===== config.mk =====
export PLATFORM = sky130hd
export DESIGN_NAME = clock_timekeeper
export DESIGN_NICKNAME = d
export VERILOG_FILES = /design/src/rtl/clock_timekeeper.sv
export SDC_FILE = /design/constraint.sdc
export NUM_CORES = 1
export LEC_CHECK = 0
export BUFFER_PORTS_ARGS = -buffer_cell sky130_fd_sc_hd__buf_2
export CORE_ASPECT_RATIO = 1.2
export CORE_UTILIZATION = 60
export DETAILED_ROUTE_END_ITERATION = 16
export GPL_ROUTABILITY_DRIVEN = 0
export HOLD_SLACK_MARGIN = 0.15
export PLACE_DENSITY = 0.87
export REMOVE_ABC_BUFFERS = 1
export SLEW_MARGIN = 15
export SYNTH_ARGS = -nofsm -noshare
export SYNTH_HDL_FRONTEND = slang
export SYNTH_SLANG_ARGS = --single-unit

===== constraint.sdc =====
create_clock -name clk_1000hz -period 4 [get_ports clk_1000hz]
set_input_delay 0.2 -clock clk_1000hz [delete_from_list [all_inputs] [get_ports clk_1000hz]]
set_output_delay 0.2 -clock clk_1000hz [all_outputs]
set_load 0.05 [all_outputs]

===== src/rtl/clock_timekeeper.sv =====
// Purpose : HH:MM:SS timekeeper with debounced mode/inc buttons and a set-time state machine.
// Latency : sec_tick and the time fields update on the prescaler wrap edge; button press acts DEBOUNCE_MS+2 edges after first sample.
// Backpressure: none; free-running, outputs are always valid.
//
// Ports:
//   clk_1000hz  1 kHz system clock
//   rst_n       synchronous active-low reset
//   btn_mode    raw mode button (async, active-high)
//   btn_inc     raw increment button (async, active-high)
//   sec/min     6-bit binary seconds/minutes, 0..59
//   hour        6-bit binary hours, 0..23 (1..12 when CLOCK_HOUR12_EN is defined)
//   mode        0=RUN, 1=SET_HOUR, 2=SET_MIN, 3=SET_SEC
//   sec_tick    one-cycle pulse on each RUN-mode second increment
//   pm          PM flag in 12-hour builds, constant 0 otherwise
//
// Build option: define CLOCK_HOUR12_EN for 12-hour counting with a PM flag.

module clock_timekeeper #(
  parameter int TICKS_PER_SEC = 1000,
  parameter int DEBOUNCE_MS   = 20
) (
  input  logic       clk_1000hz,
  input  logic       rst_n,
  input  logic       btn_mode,
  input  logic       btn_inc,
  output logic [5:0] sec,
  output logic [5:0] min,
  output logic [5:0] hour,
  output logic [1:0] mode,
  output logic       sec_tick,
  output logic       pm
);

  localparam int PW = (TICKS_PER_SEC > 2) ? $clog2(TICKS_PER_SEC) : 1;
  localparam int DW = (DEBOUNCE_MS > 2) ? $clog2(DEBOUNCE_MS) : 1;
  localparam logic [PW-1:0] PRESC_MAX = PW'(TICKS_PER_SEC - 1);
  localparam logic [DW-1:0] DB_MAX    = DW'(DEBOUNCE_MS - 1);

`ifdef CLOCK_HOUR12_EN
  localparam logic [5:0] HOUR_RST = 6'd12;
`else
  localparam logic [5:0] HOUR_RST = 6'd0;
`endif

  typedef enum logic [1:0] {
    RUN      = 2'd0,
    SET_HOUR = 2'd1,
    SET_MIN  = 2'd2,
    SET_SEC  = 2'd3
  } mode_t;

  mode_t state_q, state_d;

  // ---------------------------------------------------------------------------
  // Button conditioning: index 0 = mode, index 1 = inc.
  // Each button has a 2-FF synchronizer, a debounce counter and an accepted
  // level. The press pulse is registered on the same edge the accepted level
  // rises, so it is visible one cycle after acceptance.
  // ---------------------------------------------------------------------------
  logic [1:0]    btn_raw;
  logic [1:0]    sync1;
  logic [1:0]    sync2;
  logic [1:0]    btn_lvl;
  logic [1:0]    btn_press;
  logic [DW-1:0] db_cnt [2];

  assign btn_raw = {btn_inc, btn_mode};

  always_ff @(posedge clk_1000hz) begin
    if (!rst_n) begin
      sync1     <= '0;
      sync2     <= '0;
      btn_lvl   <= '0;
      btn_press <= '0;
      for (int i = 0; i < 2; i++) begin
        db_cnt[i] <= '0;
      end
    end else begin
      sync1     <= btn_raw;
      sync2     <= sync1;
      btn_press <= '0;
      for (int i = 0; i < 2; i++) begin
        if (sync2[i] == btn_lvl[i]) begin
          db_cnt[i] <= '0;
        end else if (db_cnt[i] == DB_MAX) begin
          // Level has differed long enough: accept it. Only a rising
          // acceptance produces a press; releases are silent.
          btn_lvl[i]   <= sync2[i];
          btn_press[i] <= sync2[i];
          db_cnt[i]    <= '0;
        end else begin
          db_cnt[i] <= db_cnt[i] + DW'(1);
        end
      end
    end
  end

  logic mode_press;
  logic inc_press;

  assign mode_press = btn_press[0];
  assign inc_press  = btn_press[1];

  // ---------------------------------------------------------------------------
  // Single-step successors for each field (wrapping, no carry).
  // ---------------------------------------------------------------------------
  logic [5:0] sec_inc;
  logic [5:0] min_inc;
  logic [5:0] hour_inc;

  always_comb begin
    sec_inc = (sec == 6'd59) ? 6'd0 : sec + 6'd1;
    min_inc = (min == 6'd59) ? 6'd0 : min + 6'd1;
`ifdef CLOCK_HOUR12_EN
    hour_inc = (hour == 6'd12) ? 6'd1 : hour + 6'd1;
`else
    hour_inc = (hour == 6'd23) ? 6'd0 : hour + 6'd1;
`endif
  end

  // ---------------------------------------------------------------------------
  // Mode FSM, prescaler and time next-state.
  // ---------------------------------------------------------------------------
  logic [PW-1:0] presc_q, presc_d;
  logic [5:0]    sec_d, min_d, hour_d;
  logic          tick_d;
  logic          hour_adv;

  always_comb begin
    state_d  = state_q;
    presc_d  = presc_q;
    sec_d    = sec;
    min_d    = min;
    hour_d   = hour;
    tick_d   = 1'b0;
    hour_adv = 1'b0;

    case (state_q)
      RUN: begin
        if (mode_press) begin
          // A mode press on the wrap edge suppresses that second entirely.
          state_d = SET_HOUR;
          presc_d = '0;
        end else if (presc_q == PRESC_MAX) begin
          presc_d = '0;
          tick_d  = 1'b1;
          sec_d   = sec_inc;
          if (sec == 6'd59) begin
            min_d = min_inc;
            if (min == 6'd59) begin
              hour_adv = 1'b1;
            end
          end
        end else begin
          presc_d = presc_q + PW'(1);
        end
      end

      SET_HOUR: begin
        presc_d = '0;
        if (mode_press) begin
          state_d = SET_MIN;
        end else if (inc_press) begin
          hour_adv = 1'b1;
        end
      end

      SET_MIN: begin
        presc_d = '0;
        if (mode_press) begin
          state_d = SET_SEC;
        end else if (inc_press) begin
          min_d = min_inc;
        end
      end

      SET_SEC: begin
        // Prescaler is already 0 here, so RUN starts a full second.
        presc_d = '0;
        if (mode_press) begin
          state_d = RUN;
        end else if (inc_press) begin
          sec_d = sec_inc;
        end
      end

      default: begin
        state_d = RUN;
        presc_d = '0;
      end
    endcase

    if (hour_adv) begin
      hour_d = hour_inc;
    end
  end

  always_ff @(posedge clk_1000hz) begin
    if (!rst_n) begin
      state_q  <= RUN;
      presc_q  <= '0;
      sec      <= 6'd0;
      min      <= 6'd0;
      hour     <= HOUR_RST;
      sec_tick <= 1'b0;
    end else begin
      state_q  <= state_d;
      presc_q  <= presc_d;
      sec      <= sec_d;
      min      <= min_d;
      hour     <= hour_d;
      sec_tick <= tick_d;
    end
  end

  assign mode = state_q;

`ifdef CLOCK_HOUR12_EN
  // PM flips on every 11->12 step, whether from a carry or a set-mode inc.
  always_ff @(posedge clk_1000hz) begin
    if (!rst_n) begin
      pm <= 1'b0;
    end else if (hour_adv && (hour == 6'd11)) begin
      pm <= ~pm;
    end
  end
`else
  assign pm = 1'b0;
`endif

  // ---------------------------------------------------------------------------
  // Range checks on the registered outputs.
  // ---------------------------------------------------------------------------
  a_sec_range: assert property (@(posedge clk_1000hz) disable iff (!rst_n) sec <= 6'd59);
  a_min_range: assert property (@(posedge clk_1000hz) disable iff (!rst_n) min <= 6'd59);
`ifdef CLOCK_HOUR12_EN
  a_hour_range: assert property (@(posedge clk_1000hz) disable iff (!rst_n)
                                 (hour >= 6'd1) && (hour <= 6'd12));
`else
  a_hour_range: assert property (@(posedge clk_1000hz) disable iff (!rst_n) hour <= 6'd23);
`endif

endmodule


==> impl_metrics.ini <==
[run_status]
status = finished clean

[route]
drc = 0
ant_nets = 0
dr_wl_met2_mm = 2.09
drt_first_pass_iters = 4
route.vias.total = 1829
routed_wl_mm = 4.11
vias_per_cell = 5.53
routed-wl-met3_um = 173
wire_per_inst_um = 12.4
wl_met1_mm = 1.77
drtIter0Drc = 113
top_layer_used = met4

[grt]
grt_pass1_vias = 1686
antenna_found_initial = 0
grt_use_total_pct = 22.2
grt_max_degree = 19
grt_pass1_wl_mm = 7.05
grt-ovfl-total = 0

[cells_and_area]
stdcell_area_um2 = 2590
post_route_cells_drive_above_1_share_pct = 12.5
area_growth_pct = 11.5
final_net_count = 292
antennaDiodeCount = 0

[placement]
hpwl_mm = 2.90
dp_slack_ns = 1.57
place_area_um2 = 2490
portBuffers = 24

[timing]
relSlewSlack_pct = 66.8
setup_slack_ns = 1.55
fmax_mhz = 409
timing.setup.tns_ns = 0
setup_violations = 0
fin_worst_skew_ns = 0.00734
drv_slew = 0
finalHoldViolCount = 0
grt_setup_unrepaired = false
fin_crit_sh_pct = 61.1
worstMarginPinSlew_ns = 0.494
holdWs_ns = 0.274
finalCriticalPeriod_ns = 2.45

[critical_path]
path_max_fanout = 11
critical_path_buf_inv_count = 1
worstPathArrival_ns = 2.67
r2r_start = mode[0]
cp-start-kind = flop
critPathRequiredTime_ns = 4.22
cp-end-kind = flop
critPathTopFamily = simple AND/OR/NAND/NOR gates
cp_slowest_cell = or4b_1
startpoint = mode[0]
regToRegEndpoint = hour[4]
cp-endpoint = hour[4]
crit_type = reg2reg
slowest_delay_ns = 0.53
r2r_slack_ns = 1.55
path_depth = 7
crit_chain = inv_1 -> ha_1 -> nand4bb_1 -> or4_1 -> o21a_1 -> or4b_1 -> a21oi_1
r2r_cells = 7

[clocking]
clk_latency_ns = 0.30
cts.repair.resized = 0
clockBufferDepth = 2
path_clk_slew_ns = 0.08
root_buffer = clkbuf_8
cts_tree = done
htree_num_levels = 2
cts.sinks = 49
cts_buffers = 5

[floorplan]
initial_core_util_pct = 63.5
dieWidth_um = 58.9
boundaryPins = 26
core_um2 = 3660
dieArea_um2 = 4130
num_rows = 24
dieHeight_um = 70.2

[yosys]
synthFlopType = dfxtp_1
avgSynthCellArea_um2 = 9.46
synthArstFlopShare_pct = 0
yosysSeqAreaShare_pct = 46.5
yosys_warnings = 0
synth_edf_count = 10
yosysUniqueCellTypes = 42
synth-seq-cells = 49
syn_inst = 246
synth_area_um2 = 2330

[pwr]
finalPower_mw = 0.829
power_density_nw_per_um2 = 319
ir_drop_mv = 0.276
leakagePower_nw = 1.04

[worst_hold_path]
hp-class = in2reg

[run]
drv_cap = 0
kinds of logic (layout without fill, tap and decap cells):
family / Yosys count / count (layout) / synth area share, %
xor+xnor: 14 / 14 / 5.27
fa+ha+maj: 10 / 10 / 5.38
mux: 5 / 5 / 2.15
buf+inv: 17 / 41 / 3.66
flops: 49 / 49 / 46.5
other cells: 2 / 11 / 0.323
simple gates: 105 / 105 / 24.2
compound gates: 44 / 44 / 12.5
state kept, by name, summed over array words and instances, names as in the netlist:
name       cells
sec            6
hour           6
min            6
db_cnt        10
presc_q       10
btn_press      2
sync2          2
sync1          2
btn_lvl        2
sec_tick       1
mode           2
routing by layer:
layer  track usage (%)  up-vias
met5                 0        -
met4              10.3        0
met3              7.22        8
met2              37.8       31
met1              24.4      854
li1                  -      936
cells in the final DEF, fill, tap and decap left out, drive strengths merged, types with 10 or more instances in the layout:
master  instances
nand3          17
o21ai          12
buf            24
dfxtp          39
ha             10
xor2           11
nor2           24
edfxtp         10
conb           11
nand2          19
a21oi          16
report_power, final:
group	internal, mW	total [mW]	switching [mW]	leakage [nW]
Sequential	0.512	0.520	0.00744	0.419
Combinational	0.0110	0.0293	0.0183	0.586
Clock	0.123	0.280	0.157	0.0374
Total	0.647	0.829	0.182	1.04
worst min-delay path, stage by stage:
cell and delay, ns:
buf_2 0.20, nand2_1 0.10, nor3_1 0.04
per-stage QoR:
step / instances / util, %
floorplan: 245 / -
global placement: 321 / 67.9
detailed placement: 321 / 67.9
CTS: 331 / 70.8
global route: 331 / 70.8
finish: 331 / 70.8
repair_timing:
item,in CTS,in global routing
hold buffers,2,0
endpoints found under the setup margin,0,0
buffers inserted,0,0
endpoints found under the hold margin,2,0
how the worst min path moves through the flow:
stage	start	to	slack, ns	cells after the start
floorplan	rst_n	min[5]	0.32	1
global placement	btn_mode	sync1[0]	0.41	2
detailed placement	btn_inc	sync1[1]	0.42	2
CTS	rst_n	btn_press[0]	0.26	3
global route	rst_n	btn_press[1]	0.27	3
finish	rst_n	btn_press[1]	0.27	3
cell usage after synthesis (5+ instances only):
cell      instances  share of area, %
dfxtp_1          39                34
and3_1            5               1.3
mux2i_1           5               2.2
o21ai_0          12               2.6
nand3_1          17               3.7
nand2_1          19               3.1
ha_1             10               5.4
or4_1             6               1.9
a21oi_1          16               3.4
inv_1             6              0.97
or3_1             6               1.6
xor2_1           11               4.1
edfxtp_1         10                13
nor2_1           24               3.9
cell type report:
class | instances | area [µm²]
timing repair buffer | 26 | 140
inverter | 7 | 26.3
fill | 297 | 1070
sequential | 49 | 1080
tap | 52 | 65.1
clock inverter | 2 | 15.0
clock buffer | 6 | 72.6
multi-input combinational | 189 | 1190
No activity file was read; power rests on OpenSTA's default activity.
